`src/rtl/dmb_rd_pkg.sv`:
```
// rtl/dmb_rd_pkg.sv - shared constants and FSM state type for the DMB FIFO readout sequencer
package dmb_rd_pkg;

  localparam int NSRC = 7;

  // Source index constants; bit position in every per-source mask
  localparam logic [2:0] SRC_CFEB1 = 3'd0;
  localparam logic [2:0] SRC_CFEB2 = 3'd1;
  localparam logic [2:0] SRC_CFEB3 = 3'd2;
  localparam logic [2:0] SRC_CFEB4 = 3'd3;
  localparam logic [2:0] SRC_CFEB5 = 3'd4;
  localparam logic [2:0] SRC_TMB   = 3'd5;
  localparam logic [2:0] SRC_ALCT  = 3'd6;

  // Idle cycles allowed per source before it is abandoned
  localparam logic [8:0] TMO_DEF = 9'd40;

  typedef enum logic [2:0] {
    ST_IDLE,
    ST_LOAD,
    ST_SELECT,
    ST_XFER,
    ST_DONE
  } rd_state_t;

endpackage

```
`src/rtl/prio_enc7.sv`:
```
// rtl/prio_enc7.sv - lowest-set-bit encoder over the seven source pending bits
module prio_enc7
  import dmb_rd_pkg::*;
(
  input  logic [NSRC-1:0] req,
  output logic [2:0]      idx,
  output logic            none
);

  // Scan from the top down so the lowest set bit is the last one written
  always_comb begin
    idx  = '0;
    none = 1'b1;
    for (int i = NSRC - 1; i >= 0; i--) begin
      if (req[i]) begin
        idx  = 3'(i);
        none = 1'b0;
      end
    end
  end

endmodule

```
`src/rtl/fifo_readout_sched.sv`:
```
// rtl/fifo_readout_sched.sv - per-event readout sequencer for the seven DMB source FIFOs
module fifo_readout_sched
  import dmb_rd_pkg::*;
#(
  parameter logic [8:0] TMO = TMO_DEF
) (
  input  logic            CLKCMS,
  input  logic            RST,
  input  logic            FIFOMRST,
  input  logic            GEMPTY_B,
  input  logic [NSRC-1:0] DAVMASK,
  input  logic [NSRC-1:0] KILL,
  output logic            POPQ,
  input  logic [NSRC-1:0] FFOR_B,
  input  logic [17:0]     DATAIN,
  input  logic            DOUT_RDY,
  output logic [NSRC-1:0] OEFIFO_B,
  output logic [NSRC-1:0] RENFIFO_B,
  output logic [15:0]     DOUT,
  output logic            DV,
  output logic [2:0]      SRC,
  output logic            LAST,
  output logic [NSRC-1:0] TMO_FLAGS,
  output logic            EVT_DONE,
  output logic            BUSY
);

  rd_state_t       state;
  logic [NSRC-1:0] pend;
  logic [2:0]      cur;
  logic [8:0]      tmo_cnt;
  logic [2:0]      enc_idx;
  logic            enc_none;
  logic [NSRC-1:0] cur_onehot;
  logic            pop;
  logic            unused_datain16;

  // Bit 16 of the FIFO word carries no meaning for the packer
  assign unused_datain16 = DATAIN[16];

  prio_enc7 u_prio (
    .req  (pend),
    .idx  (enc_idx),
    .none (enc_none)
  );

  // A word moves only when the selected FIFO has one and the packer can take it
  assign cur_onehot = NSRC'(1) << cur;
  assign pop        = (state == ST_XFER) && !FFOR_B[cur] && DOUT_RDY;
  assign RENFIFO_B  = pop ? ~cur_onehot : '1;

  // Sequencer FSM with timeout counter and registered outputs; FIFOMRST aborts like a reset
  always_ff @(posedge CLKCMS or posedge RST) begin
    if (RST) begin
      state     <= ST_IDLE;
      pend      <= '0;
      cur       <= '0;
      tmo_cnt   <= '0;
      POPQ      <= 1'b0;
      OEFIFO_B  <= '1;
      DOUT      <= '0;
      DV        <= 1'b0;
      SRC       <= '0;
      LAST      <= 1'b0;
      TMO_FLAGS <= '0;
      EVT_DONE  <= 1'b0;
      BUSY      <= 1'b0;
    end else if (FIFOMRST) begin
      state     <= ST_IDLE;
      pend      <= '0;
      cur       <= '0;
      tmo_cnt   <= '0;
      POPQ      <= 1'b0;
      OEFIFO_B  <= '1;
      DOUT      <= '0;
      DV        <= 1'b0;
      SRC       <= '0;
      LAST      <= 1'b0;
      TMO_FLAGS <= '0;
      EVT_DONE  <= 1'b0;
      BUSY      <= 1'b0;
    end else begin
      POPQ     <= 1'b0;
      EVT_DONE <= 1'b0;
      DV       <= 1'b0;
      LAST     <= 1'b0;
      case (state)
        ST_IDLE: begin
          if (GEMPTY_B) begin
            state <= ST_LOAD;
            POPQ  <= 1'b1;
            BUSY  <= 1'b1;
          end
        end
        ST_LOAD: begin
          pend      <= DAVMASK & ~KILL;
          TMO_FLAGS <= '0;
          state     <= ST_SELECT;
        end
        ST_SELECT: begin
          tmo_cnt <= '0;
          cur     <= enc_idx;
          if (enc_none) begin
            state    <= ST_DONE;
            EVT_DONE <= 1'b1;
          end else begin
            state    <= ST_XFER;
            OEFIFO_B <= ~(NSRC'(1) << enc_idx);
          end
        end
        ST_XFER: begin
          if (pop) begin
            DOUT    <= DATAIN[15:0];
            DV      <= 1'b1;
            SRC     <= cur;
            LAST    <= DATAIN[17];
            tmo_cnt <= '0;
            // A last word popped on the terminal count still ends the block cleanly
            if (DATAIN[17]) begin
              pend[cur] <= 1'b0;
              OEFIFO_B  <= '1;
              state     <= ST_SELECT;
            end
          end else if (tmo_cnt == TMO - 9'd1) begin
            TMO_FLAGS[cur] <= 1'b1;
            pend[cur]      <= 1'b0;
            OEFIFO_B       <= '1;
            state          <= ST_SELECT;
          end else if (tmo_cnt != '1) begin
            tmo_cnt <= tmo_cnt + 9'd1;
          end
        end
        ST_DONE: begin
          state <= ST_IDLE;
          BUSY  <= 1'b0;
        end
        default: begin
          state <= ST_IDLE;
        end
      endcase
    end
  end

endmodule
```
`config.mk`:
```
export PLATFORM = sky130hd
export DESIGN_NAME = fifo_readout_sched
export DESIGN_NICKNAME = d
export VERILOG_FILES = /design/src/rtl/dmb_rd_pkg.sv /design/src/rtl/prio_enc7.sv /design/src/rtl/fifo_readout_sched.sv
export SDC_FILE = /design/constraint.sdc
export NUM_CORES = 1
export LEC_CHECK = 0
export ABC_AREA = 0
export CORE_MARGIN = 5
export CORE_UTILIZATION = 51
export CTS_CLUSTER_DIAMETER = 50
export CTS_CLUSTER_SIZE = 14
export DETAILED_ROUTE_END_ITERATION = 12
export PLACE_DENSITY = 0.9
export RECOVER_POWER = 25
export SLEW_MARGIN = 20
export SYNTH_ARGS = -nofsm -noshare
export SYNTH_HDL_FRONTEND = slang
export SYNTH_SLANG_ARGS = --single-unit
```
`constraint.sdc`:
```
create_clock -name CLKCMS -period 6.6 [get_ports CLKCMS]
set_input_delay 1.32 -clock CLKCMS [delete_from_list [all_inputs] [get_ports CLKCMS]]
set_output_delay 1.32 -clock CLKCMS [all_outputs]
set_load 0.03 [all_outputs]
```
==> results of run 1 <==
where the power goes:
part,internal (mW),switching (mW)
Combinational,0.0832,0.116
Clock,0.145,0.136
Sequential,0.388,0.0298
Total,0.616,0.282
synthesized netlist by cell type (all sizes together) (2+ instances only):
cell     number
a211oi        2
a21boi        6
a21oi        34
a2bb2oi       2
a31oi         5
and3          9
buf           5
clkbuf       12
dfrtp        53
dfstp         7
ha            2
inv           9
mux2i         3
nand2        60
nand2b        2
nand3         5
nand3b        8
nor2         24
nor2b         3
nor3          4
nor4          3
o2111ai       2
o21a         10
o21ai         9
o22a          3
o31ai         6
o32a          3
or3           5
layout make-up:
cell class / count / share of cell area
Clock buffer: 13 / 0.0364
Clock inverter: 3 / 0.00367
Inverter: 9 / 0.00825
Multi-Input combinational cell: 227 / 0.344
Sequential cell: 60 / 0.369
Tap cell: 75 / 0.0229
Timing Repair Buffer: 90 / 0.216
kinds of logic after synthesis:
family	count (synthesis)	share of synthesized area
buffers and inverters	26	0.0388
adder cells (fa/ha/maj)	2	0.00825
AND/OR/NAND/NOR	130	0.210
flip-flops	60	0.498
AO/OA/AOI/OAI	91	0.231
multiplexers	4	0.0148
how the worst max path moves through the flow:
stage,slack (ns),endpoint,cells after the start
floorplan,2.62,RENFIFO_B[0],6
finish,1.57,RENFIFO_B[2],6
detailed placement,1.58,RENFIFO_B[2],6
CTS,1.58,RENFIFO_B[2],6
global route,1.42,RENFIFO_B[2],6
global placement,1.67,RENFIFO_B[2],6
layer usage:
layer	global-route usage	vias up
met5	0	-
met4	0.0697	0
met3	0.0672	16
met2	0.362	113
met1	0.280	1266
li1	-	1287
cell usage in the layout, fill, tap and decap left out, types with 2 or more instances in the layout:
master	instances
clkbuf_1	5
o21ai_0	8
clkinv_2	3
a2bb2oi_1	2
o31ai_1	6
o21a_1	10
nand3b_1	8
nor2_1	23
nand3_1	5
nor3_1	4
nor2b_1	3
o22a_1	3
nand2b_1	2
clkdlybuf4s50_1	85
ha_1	2
or3_1	5
a21boi_0	6
dlygate4sd3_1	2
o32a_1	3
nand2_1	60
inv_1	8
and3_1	9
clkbuf_8	10
a31oi_1	5
a21oi_1	33
mux2i_1	3
o2111ai_2	2
dfstp_2	7
nor4_1	2
dfrtp_1	53
worst register-to-register path: cells and delay by family, from the launching register on:
kind	cells	cell delay, ns
flip-flops	1	0.59
AND/OR/NAND/NOR	2	0.87
AO/OA/AOI/OAI	3	1.30
metrics by stage:
| step | total power, mW | area (um^2) | hold WS (ns) | util |
|---|---|---|---|---|
| 2_1_floorplan | 0.550 | 3030 | 0.457 | - |
| 3_3_place_gp | 0.618 | 3940 | 0.474 | 0.673 |
| 3_5_place_dp | 0.622 | 3940 | 0.479 | 0.673 |
| 4_1_cts | 0.906 | 4100 | 0.493 | 0.701 |
| 5_1_grt | 0.947 | 4090 | 0.510 | 0.700 |
| 6_report | 0.898 | 4090 | 0.492 | 0.700 |
registers in the layout (all words and copies together) (netlist names):
name / cells
state: 3
BUSY: 1
pend: 7
DOUT: 16
cur: 3
OEFIFO_B: 7
SRC: 3
POPQ: 1
DV: 1
EVT_DONE: 1
LAST: 1
tmo_cnt: 9
TMO_FLAGS: 7
==> results.md, run 1 <==
* Row Count at 28
* Minimum clock period at 5.03 ns
* Register Area at 1510 um^2
* Critical path cell sequence: clkdlybuf4s50_1, mux2_4, a221o_2, nor2_2, nand2_1, clkdlybuf4s50_1
* Flop-to-flop setup slack at 3.78 ns
* Place WS at 1.58 ns
* CTS tree: built
* Max Cap Viol at 2
* CTS H-tree depth at 3
* Cts repair resizes at 0
* DP HPWL at 5680 um
* Ranking of synthesized cells by area: dfrtp_1 (44%), nand2_1 (7.4%), dfstp_2 (6.1%)
* Final #Nets at 443
* Synth Warn # at 0
* Async S/R FF share, synth at 1.00
* Failing checks: max-capacitance violations, max-slew violations
* Area growth syn-to-layout at 34.9%
* # IOs at 89
* Status: finished with violations
* Met2 WL at 3860 um
* Initial Utilization at 0.519
* Met3 routed WL at 630 um
* Via count at 2682
* CP peak stage delay at 0.64 ns
* WP data arrival at 3.71 ns
* Cell variety after synth at 52
* Initial antenna violation count at 0
* WP buf/inv at 2
* Worst setup SP type: primary input
* Top Metal Used: met4
* Tightest Pin Transition at 3.11 ns
* R2R depth at 5
* Worst path slowest cell: clkdlybuf4s50_1
* LEAKAGE at 1.70 nW
* Global Route Usage Sum at 0.221
* DRC at 0
* Port bufs at 87
* Post CTS Setup Buffer Count at 0
* Die area at 7590 um^2
* Core area at 5850 um^2
* First-pass GRT wire length at 12900 um
* # clock sinks at 60
* Area of the multi-input gates at 1410 um^2
* Final ANT Viol Nets at 0
* Worst path top cell family by delay: buffers and inverters
* Tcrit/Tclk final at 0.763
* CTS buffer count at 9
* CP startpoint: FFOR_B[6]
* PwrDens at 219 nW/um^2
* Most frequent CP cell: clkdlybuf4s50_1
* Diode count at 0
* Layout fillers at 426
* Drt pass-1 iters at 5
* Reg2reg end: TMO_FLAGS[4]
* Cell Area, Synth at 3030 um^2
* CTS root buf: clkbuf_8
* Finish-stage setup viols at 0
* Detailed Route Iter0 Violations at 215
* Worst skew pair latency at 0.34 ns
* Largest fanout on the critical path at 15
* Worst hold endpoint: TMO_FLAGS[0]
* Total wire length at 7870 um
* Cell count after synthesis at 313
* Maximum clock path buffer count at 2
* Worst Setup End Kind: output pin
* Share of cells above drive strength 1 at 0.0846
* Required @ worst endpoint at 5.28 ns
* Yosys top cell by area: dfrtp_1
* Hold Vio Cnt, Final at 0
* Register bit total from synthesis at 60
* FMAX at 0.199 GHz
* Wire length per cell at 16.5 um
* EDFF count, synth at 0
* Die width at 87.1 um
* # hold bufs at CTS at 0
* M1 WL at 3240 um
* Worst Skew at 0.00949 ns
* WS Path Type: primary input to output pin
* Hold depth at 1
* Post-synth top area share at 0.437
* RSZ-0062 raised after global routing: false
* Dominant synthesized flop cell: dfrtp_1
* Avg Cell Area, Syn at 9.69 um^2
* Largest net degree at the start of global routing at 61
* Final TNS setup at 0 ns
* Global route overflow at 0
* Count of pins over their slew limit at 96
* Critical R2R Launch: cur[1]
* Worst vdd ir at 0.146 mV
* DP Cell Count at 461
* Clk slew on worst S/H paths at 0.06 ns
* Die Height at 87.1 um
* Register area share after synthesis at 0.498
* Drt via density at 5.62
* Gpl congestion at 0.878
* Slew HR at -1.07
* Final instance count without filler cells at 477
* Worst hold path startpoint: TMO_FLAGS[0]
* Number of global-route vias before repair at 2594
* Worst hold path type: flip-flop to flip-flop
* Syn nets at 359
* Worst Slack Setup Final at 1.57 ns
No activity file was read; power rests on OpenSTA's default activity.
==> run 2: changes to the inputs <==
CORE_UTILIZATION = 43   (was 51)
PLACE_DENSITY = 0.82   (was 0.9)
clock period = 4.5 ns   (was 6.6 ns; I/O delays follow)
==> run 2 against run 1 <==
The flow still finishes with violations (max-capacitance violations, max-slew violations). Setup slack worse by 0.95 ns. Sequential share of layout area fell by 0.60 points. Total power rose by 55%. Worst hold slack gained 0.0025 ns. Clock skew decreased by 0.00099 ns. Critical endpoint is now RENFIFO_B[3]. Largest cell class unchanged.
==> results.md, run 2 (synthesized netlist as in run 1, its figures left out) <==
* Tightest Pin Transition at 1.81 ns (-1.30 ns)
* LEAKAGE at 1.73 nW (+1.4%)
* Cts repair resizes at 0 (unchanged)
* # IOs at 89 (unchanged)
* Diode count at 0 (unchanged)
* Minimum clock period at 3.89 ns
* Final TNS setup at 0 ns (unchanged)
* Area growth syn-to-layout at 37.2%
* Hold Vio Cnt, Final at 0 (unchanged)
* Largest fanout on the critical path at 6 (-9)
* Via count at 2663 (-0.71%)
* Maximum clock path buffer count at 2 (unchanged)
* Die Height at 94 um (+7.9%)
* CTS root buf: clkbuf_8
* PwrDens at 334 nW/um^2 (+52%)
* CTS tree: built
* Initial Utilization at 0.444 (-0.0745)
* Core area at 6830 um^2 (+17%)
* Status: finished with violations
* Port bufs at 87 (unchanged)
* DP HPWL at 5800 um (+2.2%)
* Final ANT Viol Nets at 0 (unchanged)
* Die area at 8840 um^2 (+16%)
* Worst Skew at 0.00849 ns (-0.000993 ns)
* # clock sinks at 60 (unchanged)
* Worst Setup End Kind: output pin
* CTS H-tree depth at 3 (unchanged)
* First-pass GRT wire length at 13500 um (+4.5%)
* Required @ worst endpoint at 3.60 ns (-1.68 ns)
* RSZ-0062 raised after global routing: false
* Finish-stage setup viols at 0 (unchanged)
* Number of global-route vias before repair at 2769 (+6.7%)
* Largest Register: DOUT
* Wire length per cell at 16.1 um (-2.3%)
* WP data arrival at 2.99 ns (-0.72 ns)
* Global route overflow at 0 (unchanged)
* Initial antenna violation count at 0 (unchanged)
* Row Count at 30 (+7.1%)
* Total wire length at 8040 um (+2.2%)
* Failing checks: max-capacitance violations, max-slew violations
* Detailed Route Iter0 Violations at 185 (-14%)
* Drt pass-1 iters at 4 (-1)
* Slew HR at -0.206 (+0.865)
* Post CTS Setup Buffer Count at 0 (unchanged)
* Final #Nets at 445 (+0.45%)
* Most common cell after layout, fill and taps aside: clkdlybuf4s50_1
* WS Path Type: primary input to output pin
* Global Route Usage Sum at 0.195 (-0.0252)
* Final Hold Slack at 0.494 ns (+0.00255 ns)
* Most frequent cells in the layout: clkdlybuf4s50_1 (85), nand2_1 (60), dfrtp_1 (53), a21oi_1 (33), nor2_1 (23)
* Gpl congestion at 0.843 (-3.9%)
* Largest regs: DOUT x16, tmo_cnt x9
* Tcrit/Tclk final at 0.864
* Share of cells above drive strength 1 at 0.0943 (+0.00972)
* FMAX at 0.257 GHz
* Die width at 94 um (+7.9%)
* Worst skew pair latency at 0.34 ns (about the same)
* Max Cap Viol at 2 (unchanged)
* Worst setup SP type: primary input
* # hold bufs at CTS at 0 (unchanged)
* CTS buffer count at 9 (unchanged)
* Clk slew on worst S/H paths at 0.07 ns (about the same)
* Count of pins over their slew limit at 69 (-28%)
* Largest register FFs at 16 (unchanged)
* Largest net degree at the start of global routing at 35 (-43%)
* Worst vdd ir at 0.208 mV (+42%)
* Drt via density at 5.34 (-5.1%)
* Worst hold path type: flip-flop to flip-flop
* DRC at 0 (unchanged)
[run 2: cell count changes in the layout (fill, tap and decap cells not counted)]
cell / change
buf_4: +2
inv_1: +1
bufinv_16: +1
clkbuf_1: -3
clkinvlp_4: +1
clkinv_1: -1
[run 2: report_power, final]
group	leakage, nW	switching (mW)	internal [mW]	total [mW]
clock network	0.0979	0.214	0.265	0.479
registers	0.807	0.0453	0.569	0.615
logic	0.822	0.173	0.123	0.295
total	1.73	0.432	0.957	1.39
[run 2: layer usage]
metal / track usage / part of all wire / vias to the layer above
met5: 0 / 0 / -
met4: 0.0927 / 0.020 / 0
met3: 0.0449 / 0.071 / 13
met2: 0.310 / 0.47 / 109
met1: 0.252 / 0.44 / 1265
li1: - / - / 1276
[run 2: final cells by class]
cell class                      instances  area, um^2
Clock buffer                           10         138
Clock inverter                          5        52.6
Fill cell                             586        2670
Inverter                                9        33.8
Multi-Input combinational cell        227        1410
Sequential cell                        60        1510
Tap cell                               96         120
Timing Repair Buffer                   92         901
[run 2: final timing paths]
path / start / end / slack [ns] / depth (start not counted)
hold / removal: TMO_FLAGS[5] / TMO_FLAGS[5] / 0.49 / 1
setup / recovery: FFOR_B[4] / RENFIFO_B[3] / 0.61 / 6
hold reg to reg: TMO_FLAGS[5] / TMO_FLAGS[5] / 0.49 / 1
min in group asynchronous: RST / DOUT[13] / 1.22 / 2
max in group asynchronous: RST / pend[4] / 1.07 / 3
setup reg to reg: cur[1] / tmo_cnt[6] / 1.98 / 6
[run 2: critical path, stage by stage]
cell and delay [ns]:
clkdlybuf4s50_1 0.41, mux2_4 0.30, a221o_2 0.44, nor2_2 0.25, nand2_1 0.08, clkdlybuf4s50_1 0.60
[run 2: through the flow]
stage                     setup WS, ns  cell area, um^2  cells  power (mW)  utilization
after global routing             0.502             4160    499        1.46        0.609
after CTS                        0.600             4170    499        1.40        0.610
after floorplan                   1.36             3030    313       0.806            -
final                            0.613             4160    499        1.39        0.609
after detailed placement         0.602             3980    484       0.916        0.582
after global placement           0.638             3980    484       0.909        0.582
==> run 3: changes to the inputs <==
ABC_AREA = 1   (was 0)
CORE_UTILIZATION = 44   (was 43)
==> run 3 against run 2 <==
The flow still finishes with violations (max-capacitance violations, max-slew violations). Total power increased by 18%. Clock power increased by 10%. Fmax decreased by 0.27%. Setup slack got worse by 0.011 ns. Cell count increased by 20%. Critical path type unchanged. Critical endpoint unchanged. Highest routed layer unchanged.
==> results.md, run 3 <==
* Die Height at 95.2 um (+1.2%)
* Final ANT Viol Nets at 0 (unchanged)
* Yosys top cell by area: dfrtp_1
* CP startpoint: FFOR_B[3]
* Via count at 3108 (+17%)
* Cts repair resizes at 0 (unchanged)
* Total wire length at 8580 um (+6.7%)
* Row Count at 31 (+3.3%)
* Net Sw Frac at 0.335 (+0.0240)
* Most frequent cell after synthesis: nand2_1
* # IOs at 89 (unchanged)
* Int Pwr at 1.09 mW (+14%)
* Post CTS Setup Buffer Count at 0 (unchanged)
* Register area share after synthesis at 0.473 (-0.0246)
* Required @ worst endpoint at 3.60 ns (about the same)
* WS Path Type: primary input to output pin
* Global route overflow at 0 (unchanged)
* Wire length per cell at 14.3 um (-11%)
* Core area at 7180 um^2 (+5.0%)
* Cell variety after synth at 32 (-38%)
* Comb pwr share at 0.276 (+0.063)
* Worst Skew at 0.00876 ns (+0.000272 ns)
* Cell Area, Synth at 3190 um^2 (+5.2%)
* Worst hold path startpoint: OEFIFO_B[0]
* Critical R2R Launch: state[2]
* Largest regs: DOUT x16, tmo_cnt x9
* Most frequent cells after synthesis: nand2_1 (130), dfrtp_1 (53), nand3_1 (52)
* First-pass GRT wire length at 13700 um (+1.5%)
* Finish-stage setup viols at 0 (unchanged)
* Worst skew pair latency at 0.34 ns (about the same)
* Worst vdd ir at 0.265 mV (+28%)
* Clock Power Share at 0.323 (-0.022)
* Dominant synthesized flop cell: dfrtp_1
* Async S/R FF share, synth at 1.00 (unchanged)
* Largest fanout on the critical path at 30 (+24)
* LEAKAGE at 2.06 nW (+20%)
* Maximum clock path buffer count at 2 (unchanged)
* R2R depth at 11 (+5)
* Place WS at 0.604 ns (+0.00182 ns)
* Drt pass-1 iters at 4 (unchanged)
* EDFF count, synth at 0 (unchanged)
* Synth Warn # at 0 (unchanged)
* FMAX at 0.257 GHz (-0.27%)
* Total power at 1.63 mW (+18%)
* # hold bufs at CTS at 0 (unchanged)
* Psw at 547 uW (+27%)
* CTS H-tree depth at 3 (unchanged)
* DRC at 0 (unchanged)
* Flop-to-flop setup slack at 2.27 ns (+0.29 ns)
* Reg2reg end: TMO_FLAGS[6]
* Post-synth top area share at 0.416 (-0.0216)
* Max Cap Viol at 1 (-1)
* PwrDens at 379 nW/um^2 (+13%)
* Detailed Route Iter0 Violations at 197 (+6.5%)
* Worst hold path type: flip-flop to flip-flop
* Syn nets at 460 (+28%)
* Drt via density at 5.17 (-3.1%)
* Slew HR at -0.563 (-0.357)
* Diode count at 0 (unchanged)
* Ranking of synthesized cells by area: dfrtp_1 (42%), nand2_1 (15%), nand3_1 (8.2%)
* Largest register FFs at 16 (unchanged)
* Cell count after synthesis at 414 (+32%)
* Largest net degree at the start of global routing at 55 (+57%)
* Hold Vio Cnt, Final at 0 (unchanged)
* CTS buffer count at 9 (unchanged)
* Most common cell after layout, fill and taps aside: nand2_1
* RSZ-0062 raised after global routing: false
* Count of pins over their slew limit at 55 (-20%)
* Core Util, Final at 0.601 (-0.00776)
* Tcrit/Tclk final at 0.866 (+0.00234)
* Crit path to: RENFIFO_B[3]
* Port bufs at 87 (unchanged)
* Failing checks: max-capacitance violations, max-slew violations
* Most frequent cells in the layout: nand2_1 (130), clkdlybuf4s50_1 (85), dfrtp_1 (53), nand3_1 (52), inv_1 (30)
* Clk slew on worst S/H paths at 0.07 ns (about the same)
* Worst setup SP type: primary input
* CTS tree: built
* Global Route Usage Sum at 0.193 (-0.00278)
* Avg Cell Area, Syn at 7.71 um^2 (-20%)
* Register bit total from synthesis at 60 (unchanged)
* Sequential share of power at 0.400 (-0.043)
* Final TNS setup at 0 ns (unchanged)
* Share of cells above drive strength 1 at 0.106 (+0.0113)
* WP data arrival at 3.00 ns (about the same)
* Final instance count without filler cells at 601 (+20%)
* Tightest Pin Transition at 2.33 ns (+0.523 ns)
* Worst Slack Setup Final at 0.602 ns (-0.0105 ns)
* Minimum clock period at 3.90 ns (+0.0105 ns)
* Die width at 95.2 um (+1.2%)
* Gpl congestion at 0.869 (+3.1%)
* DP HPWL at 6220 um (+7.2%)
* Initial Utilization at 0.445 (+0.000673)
* Worst Setup End Kind: output pin
* DP Cell Count at 585 (+21%)
* Status: finished with violations
* Largest Register: DOUT
* CTS root buf: clkbuf_8
* Final #Nets at 543 (+22%)
* Die area at 9060 um^2 (+2.5%)
* Area growth syn-to-layout at 35.2%
* # clock sinks at 60 (unchanged)
* Number of global-route vias before repair at 3070 (+11%)
* Initial antenna violation count at 0 (unchanged)
run 3: changes by cell type in the layout (fill, tap and decap cells not counted), moves of 6 or more:
cell / before / now
a21oi_1: 33 / 4
and3_1: 9 / 0
inv_1: 9 / 30
inv_2: 0 / 6
nand2_1: 60 / 130
nand3_1: 5 / 52
nand3b_1: 8 / 1
nand4_1: 0 / 20
o21a_1: 10 / 0
o21ai_0: 8 / 18
o21ai_1: 1 / 14
o31ai_1: 6 / 0
run 3: how the worst min path moves through the flow:
stage | to | slack [ns] | depth (start not counted)
after floorplan | tmo_cnt[1] | 0.48 | 2
after global placement | OEFIFO_B[4] | 0.45 | 2
after detailed placement | OEFIFO_B[6] | 0.46 | 2
after CTS | OEFIFO_B[6] | 0.47 | 2
after global routing | OEFIFO_B[5] | 0.49 | 2
final | OEFIFO_B[0] | 0.47 | 2
run 3: power groups by stage:
stage               clock, mW  sequential (mW)  combinational, mW
detailed placement          0            0.662              0.450
global placement            0            0.661              0.442
global route            0.560            0.660              0.498
finish                  0.528            0.654              0.452
CTS                     0.535            0.654              0.454
floorplan                   0            0.730              0.226
run 3: per-stage QoR:
stage               hold WS [ns]  cell area (um^2)
floorplan                  0.485              3190
global placement           0.455              4100
detailed placement         0.455              4100
CTS                        0.471              4310
global route               0.490              4320
finish                     0.469              4320
run 3: cell families after synthesis:
logic type / synth area share
and+or+nand+nor: 0.363
DFF: 0.473
buffers and inverters: 0.0749
AOI/OAI and AO/OA: 0.0702
xor gates and xnor gates: 0.0110
adders and majority gates: 0.00784
run 3: area by class of cell:
cell class / instances / area, um^2
fill: 647 / 2860
sequential: 60 / 1510
tap: 99 / 124
clock buffer: 9 / 124
timing repair buffer: 88 / 878
clock inverter: 7 / 91.3
inverter: 38 / 145
multi-input combinational: 300 / 1440
run 3: layer usage:
metal,wire [um],global-route usage,vias to the layer above,part of all wire
met1,3480,0.223,1457,0.41
met4,100,0.0709,0,0.012
met2,4410,0.338,112,0.51
met5,0,0,-,0
met3,596,0.0529,11,0.069
li1,-,-,1528,-
run 3: critical path, cell delays in order:
cell	delay (ns)
clkdlybuf4s50_1	0.46
nand2_1	0.05
nand2_1	0.08
nand2_1	0.05
nand2_1	0.09
nand2_2	0.08
nand2_4	0.28
clkinv_2	0.19
nand2_1	0.13
clkdlybuf4s50_1	0.68
